--- src/rtl/mpu_spi_byte_master.sv ---
// SPI mode-3 master for one 16-bit MPU9250 register transaction per start pulse.
// Frame is {rd_wr_sel, address[6:0], data[7:0]}, MSB first; read byte is returned in the low byte.
module mpu_spi_byte_master #(
  parameter int unsigned CLK_DIV   = 50,
  parameter int unsigned SETUP_CYC = 10,
  parameter int unsigned HOLD_CYC  = 10,
  parameter int unsigned GAP_CYC   = 20
) (
  input  logic       clk,
  input  logic       reset,
  input  logic [6:0] mpu_address,
  input  logic [7:0] mpu_wr_data,
  input  logic       mpu_rd_wr_sel,
  input  logic       start,
  output logic       busy,
  output logic [7:0] mpu_rd_data,
  output logic       SPI_SS_a,
  output logic       SPI_CK_a,
  output logic       SPI_DO_a,
  input  logic       SPI_DI_a
);

  localparam logic [2:0] ST_IDLE     = 3'd0;
  localparam logic [2:0] ST_SETUP    = 3'd1;
  localparam logic [2:0] ST_SHIFT_LO = 3'd2;
  localparam logic [2:0] ST_SHIFT_HI = 3'd3;
  localparam logic [2:0] ST_HOLD     = 3'd4;
  localparam logic [2:0] ST_GAP      = 3'd5;

  localparam logic [15:0] DIV_LAST   = 16'(CLK_DIV - 1);
  localparam logic [15:0] SETUP_LAST = 16'(SETUP_CYC - 1);
  localparam logic [15:0] HOLD_LAST  = 16'(HOLD_CYC - 1);
  localparam logic [15:0] GAP_LAST   = 16'(GAP_CYC - 1);

  logic [2:0]  state;
  logic [15:0] cyc;
  logic [3:0]  bit_cnt;
  logic [15:0] frame;
  logic        rd_op;
  logic [7:0]  rd_shift;

  assign busy = start | (state != ST_IDLE);

  always_ff @(posedge clk or negedge reset) begin
    if (!reset) begin
      state       <= ST_IDLE;
      cyc         <= '0;
      bit_cnt     <= '0;
      frame       <= '0;
      rd_op       <= 1'b0;
      rd_shift    <= '0;
      mpu_rd_data <= '0;
      SPI_SS_a    <= 1'b1;
      SPI_CK_a    <= 1'b1;
      SPI_DO_a    <= 1'b0;
    end else begin
      case (state)
        ST_IDLE: begin
          SPI_SS_a <= 1'b1;
          SPI_CK_a <= 1'b1;
          if (start) begin
            frame    <= {mpu_rd_wr_sel, mpu_address, mpu_rd_wr_sel ? 8'h00 : mpu_wr_data};
            rd_op    <= mpu_rd_wr_sel;
            bit_cnt  <= '0;
            cyc      <= '0;
            SPI_SS_a <= 1'b0;
            state    <= ST_SETUP;
          end
        end
        ST_SETUP: begin
          if (cyc == SETUP_LAST) begin
            cyc      <= '0;
            SPI_CK_a <= 1'b0;
            SPI_DO_a <= frame[15];
            state    <= ST_SHIFT_LO;
          end else begin
            cyc <= cyc + 16'd1;
          end
        end
        ST_SHIFT_LO: begin
          if (cyc == DIV_LAST) begin
            cyc      <= '0;
            SPI_CK_a <= 1'b1;
            // Rising SCK edge: the slave's reply occupies the second byte of the frame.
            if (bit_cnt[3]) rd_shift <= {rd_shift[6:0], SPI_DI_a};
            state    <= ST_SHIFT_HI;
          end else begin
            cyc <= cyc + 16'd1;
          end
        end
        ST_SHIFT_HI: begin
          if (cyc == DIV_LAST) begin
            cyc <= '0;
            if (bit_cnt == 4'd15) begin
              state <= ST_HOLD;
            end else begin
              // Frame is shifted so the next MOSI bit is always at the top.
              bit_cnt  <= bit_cnt + 4'd1;
              frame    <= {frame[14:0], 1'b0};
              SPI_CK_a <= 1'b0;
              SPI_DO_a <= frame[14];
              state    <= ST_SHIFT_LO;
            end
          end else begin
            cyc <= cyc + 16'd1;
          end
        end
        ST_HOLD: begin
          if (cyc == HOLD_LAST) begin
            cyc      <= '0;
            SPI_SS_a <= 1'b1;
            if (rd_op) mpu_rd_data <= rd_shift;
            state    <= ST_GAP;
          end else begin
            cyc <= cyc + 16'd1;
          end
        end
        ST_GAP: begin
          if (cyc == GAP_LAST) begin
            cyc   <= '0;
            state <= ST_IDLE;
          end else begin
            cyc <= cyc + 16'd1;
          end
        end
        default: begin
          cyc   <= '0;
          state <= ST_IDLE;
        end
      endcase
    end
  end

endmodule

--- config.mk ---
export PLATFORM = sky130hd
export DESIGN_NAME = mpu_spi_byte_master
export DESIGN_NICKNAME = d
export VERILOG_FILES = /design/src/rtl/mpu_spi_byte_master.sv
export SDC_FILE = /design/constraint.sdc
export NUM_CORES = 1
export LEC_CHECK = 0
export CORE_ASPECT_RATIO = 0.6
export CORE_MARGIN = 3
export CORE_UTILIZATION = 40
export CTS_BUF_LIST = sky130_fd_sc_hd__clkbuf_4 sky130_fd_sc_hd__clkbuf_8 sky130_fd_sc_hd__clkbuf_16
export CTS_CLUSTER_SIZE = 20
export DETAILED_ROUTE_END_ITERATION = 6
export PLACE_DENSITY = 0.65
export SLEW_MARGIN = 25
export SYNTH_ARGS = -nofsm -noshare
export SYNTH_HDL_FRONTEND = slang
export SYNTH_SLANG_ARGS = --single-unit
--- constraint.sdc ---
create_clock -name clk -period 5.6 [get_ports clk]
set_input_delay 1.12 -clock clk [delete_from_list [all_inputs] [get_ports clk]]
set_output_delay 1.12 -clock clk [all_outputs]
set_load 0.005 [all_outputs]
**Yosys cells after proc, flatten, opt, wreduce, memory -nomap -nowiden**

Cells that the tools add are included.

- Output and inout bits: 12
- Input bits: 20
- Register bits: 59
- Word-level logic and storage cells: 79

- Muxes and demuxes: 34
- Reduce and logical (&&, ||, !) cells: 16
- Bitwise gates (word level): 1
- Add/subtract/negate cells: 2
- Equal/unequal tests: 16

Operators with widths:

| cell | count |
|---|---|
| 2-to-1 mux 16 bit | 7 |
| one-hot mux 16 bit (4 select lines) | 1 |
| one-hot mux 16 bit (2 select lines) | 1 |
| 2-to-1 mux 3 bit | 7 |
| one-hot mux 3 bit (6 select lines) | 1 |
| adder 16 x 1 -> 16 bit (second input constant) | 1 |
| == test 16 x 4 -> 1 bit (second input constant) | 1 |
| == test 16 x 5 -> 1 bit (second input constant) | 1 |
| == test 16 x 6 -> 1 bit (second input constant) | 1 |
| != test 2 bit (second input constant) | 7 |
| 2-to-1 mux 4 bit | 3 |
| 2-to-1 mux 1 bit | 9 |
| 2-to-1 mux 8 bit | 1 |
| one-hot mux 4 bit (2 select lines) | 1 |
| AND reduction 4 bit | 2 |
| == test 3 x 2 -> 1 bit (second input constant) | 2 |
| == test 3 bit (second input constant) | 2 |
| AND reduction 3 bit | 2 |
| AND reduction 6 bit | 1 |
| nonzero test 2 bit | 3 |
| AND reduction 5 bit | 1 |
| adder 4 x 1 -> 4 bit (second input constant) | 1 |
| == test 4 bit (second input constant) | 1 |
| one-hot mux 1 bit (2 select lines) | 2 |
| other kinds (8) | 10 |

**Depth between registers and ports, before layout**

- Depth after elaboration: 4
- Depth in mapped cells: 10
- Depth with buffers taken out: 8

**Worst setup path before layout**

No wires, ideal clock.

- Path type: input to output
- Start point: input start
- End point: output busy
- Data arrival time: 1.698 ns
- Setup slack: 2.782 ns
- Buffers on the path: 0
- Stages: 2
- Data required time: 4.480 ns
- Cells stage by stage: nor4_2 > clkinv_1

- Longest elaborated chain between the ends: 1

Ends and longest elaborated chain:

| what | line | text |
|---|---|---|
| from (decl) | 14 | `input logic start,` |
| bitwise OR 1 bit | 42 | `assign busy = start \| (state != ST_IDLE);` |
| to (decl) | 15 | `output logic busy,` |

Every way passes these cells.

**Worst setup path in the final report**

Ends and elaborated chain as after synthesis.

==> impl_results.md <==
* Status: finished clean
* DR vias/cell at 5.25
* Mapped Cells at 292
* Fin. max-slew vios at 0
* Sequential Area at 0.00148 mm^2
* Clk pwr share at 38.6%
* Initial DRC Count at 171
* DPL Wire Length at 4.26 mm
* Chip Width at 117 um
* Hold path start: rd_shift[7]$_DFFE_PN0P_
* Leak at 1.61 nW
* Critical R2R Launch: state[0]$_DFFE_PN0P_
* Largest net degree at the start of global routing at 60
* Layout Area Growth over Synthesis at 23.5%
* Total clock sinks at 59
* Fmax achieved at 271 MHz
* Main flop type after synthesis: dfrtp_1
* Slew HR at 41.9%
* Sum Neg Setup Slack at 0 ns
* Critical path data arrival time at 2.57 ns
* Wire length per cell at 14.8 um
* CTS clk-pin slew, worst paths at 0.05 ns
* Net Switching at 0.000521 W
* Chip height at 72.9 um
* Post-Syn Area at 0.00298 mm^2
* Post-cts sizing count at 0
* Synth top area cells: dfrtp_1 (48%), mux2_2 (6.8%), a21oi_1 (4.7%), nand2_1 (3.8%), nor2_1 (3.0%)
* Share of layout cells above drive strength 1 at 16.4%
* Clock buffer depth at 2
* Final Cycle Share at 65.8%
* Worst vdd ir at 185 uV
* Final-report hold violation count at 0
* Crit path required time at 4.48 ns
* Worst-skew pair later-pin latency at 0.32 ns
* Hold Path Sink: rd_shift[7]$_DFFE_PN0P_
* DRC violations left at 0
* Critical path peak fanout at 9
* Worst Max-Slew Pin Slew at 0.872 ns
* RD Place Congestion at 0.774
* Non-Filler Instances at 424
* Period minus WS final at 3.69 ns
* Post-synth cell types at 53
* Die ar. at 0.00856 mm^2
* TritonCTS Buffers at 9
* Crit Path Category: in -> out
* CP startpoint: start
* Reg2reg setup slack at 2.77 ns
* Worst min path class: reg -> reg
* PD cells at 462 mW/mm^2
* RSZ-0062 raised after global routing: no
* Post-CTS Hold Buffers at 0
* Register area share after synthesis at 49.6%
* CTS root buffer: clkbuf_16
* Top Ports at 32
* Total routed wirelength at 6.27 mm
* Nets at 342
* H-tree level count at 3
* Global-route wire length before repair at 10.8 mm
* Async S/R FF share, synth at 100%
* Sequential share of power at 37.2%
* Internal power at 0.00118 W
* Pre-antenna DRT Iters at 4
* Diode count at 0
* Reg-to-Reg End: bit_cnt[3]$_DFFE_PN0P_
* Setup repair bufs after CTS at 0
* Starting Density at 43.0%
* CP endpoint kind: output port
* Port Buffer Count at 31
* Placed cell count at 408
* Net Sw Frac at 30.6%
* Via count at 2,228
* Row cnt at 23
* Final antenna-violating net count at 0
* Post-synth EDFFs at 0
* Max-cap violations at 0
* Avg Inst Size Synth at 10.2 um^2
* Global route overflow at 0
* Vias in the first global route at 2,140
* Yosys reg bits at 59
* Multi-input combinational cell area at 0.00138 mm^2
* Post-layout util at 53.1%
* CP startpoint kind: primary input
* CTS tree: done
* Yosys top cell area share at 47.8%
* Initial antenna violation count at 0
* Clk_skew at 0.00530 ns
* Combinational cell fraction of total power at 24.2%
* Synth area leader: dfrtp_1
* FF-to-FF path depth at 6
* Hold Crit Depth at 1
* Synth warn at 0
* Total GRT Usage at 16.0%
* Final Setup Violations at 0
* Core ar. at 0.00694 mm^2
* Layout fillers at 596
* Post-Syn Nets at 315
-- worst max path at each step --
stage,cells after the start,end,slack [ns]
2_1_floorplan,2,busy,2.78
3_3_place_gp,4,busy,1.96
3_5_place_dp,4,busy,1.92
4_1_cts,4,busy,1.93
5_1_grt,4,busy,1.78
6_report,4,busy,1.91
-- critical path, stage by stage --
cell and delay [ns]:
clkdlybuf4s50_1 0.43, nor4_2 0.19, clkinv_1 0.30, clkdlybuf4s50_1 0.52
-- power groups by stage --
stage,Combinational (W),Sequential (W),Clock (W)
after floorplan,0.000349,0.000603,0
after global placement,0.000400,0.000637,0
after detailed placement,0.000412,0.000639,0
after CTS,0.000415,0.000633,0.000668
after global routing,0.000463,0.000651,0.000691
final,0.000412,0.000634,0.000657
-- cells in the final DEF, fill, tap and decap left out, types with 3 or more instances in the layout --
| cell type | n |
|---|---|
| nand4_1 | 5 |
| nand2_1 | 30 |
| nor3_1 | 6 |
| nor3b_1 | 10 |
| clkbuf_16 | 9 |
| clkbuf_8 | 3 |
| a22o_1 | 3 |
| a31oi_1 | 13 |
| a21oi_1 | 28 |
| ha_1 | 3 |
| nand3_1 | 11 |
| and4_1 | 3 |
| and3_1 | 5 |
| a21o_1 | 5 |
| bufinv_16 | 3 |
| nor2_1 | 24 |
| inv_1 | 5 |
| o21ai_0 | 13 |
| dfrtp_1 | 57 |
| mux2_2 | 18 |
| clkdlybuf4s50_1 | 30 |
-- area by class of cell --
class | instances | share of cell area (%)
Multi-Input combinational cell | 210 | 37.3
Sequential cell | 59 | 40.1
Tap cell | 100 | 3.40
Clock inverter | 4 | 2.58
Inverter | 6 | 0.611
Clock buffer | 12 | 7.24
Timing Repair Buffer | 33 | 8.70
-- Yosys cell counts (all sizes together) (2+ instances only) --
cell / count
dfrtp: 57
nand2: 31
a21oi: 28
nor2: 24
mux2: 18
o21ai: 15
a31oi: 13
buf: 12
nand3: 11
nor3b: 10
nand4: 6
nor3: 6
a21o: 5
and3: 5
clkbuf: 5
inv: 5
a22o: 3
and4: 3
ha: 3
nor4: 3
and2: 2
dfstp: 2
nor4bb: 2
or2: 2
xor2: 2
-- state kept, by name, indices dropped and copies added, names as in the netlist --
register     flops
mpu_rd_data      8
SPI_CK_a         1
rd_op            1
state            3
frame           16
bit_cnt          4
SPI_DO_a         1
cyc             16
SPI_SS_a         1
rd_shift         8
-- metal layers --
metal	vias up	track usage (%)	wire [um]
met1	1063	22.4	3130
met5	-	0	0
met2	47	23.8	2770
met3	7	4.57	281
li1	1111	-	-
met4	0	5.97	85
-- cells by family after synthesis --
| kind of cell | synth area share, % |
|---|---|
| xor+xnor | 0.881 |
| flops | 49.6 |
| simple gates | 22.0 |
| fa+ha+maj | 1.26 |
| compound gates | 14.8 |
| mux | 7.13 |
| buf+inv | 4.32 |
-- metrics by stage --
stage	hold slack (ns)	instance area [um^2]	power, W	worst slack, ns
3_5_place_dp	0.492	3320	0.00105	1.92
3_3_place_gp	0.486	3320	0.00104	1.96
2_1_floorplan	0.475	2980	0.000952	2.78
5_1_grt	0.511	3680	0.00181	1.78
6_report	0.500	3680	0.00170	1.91
4_1_cts	0.504	3680	0.00172	1.93
Note: power is estimated with default switching activity, not from simulation.
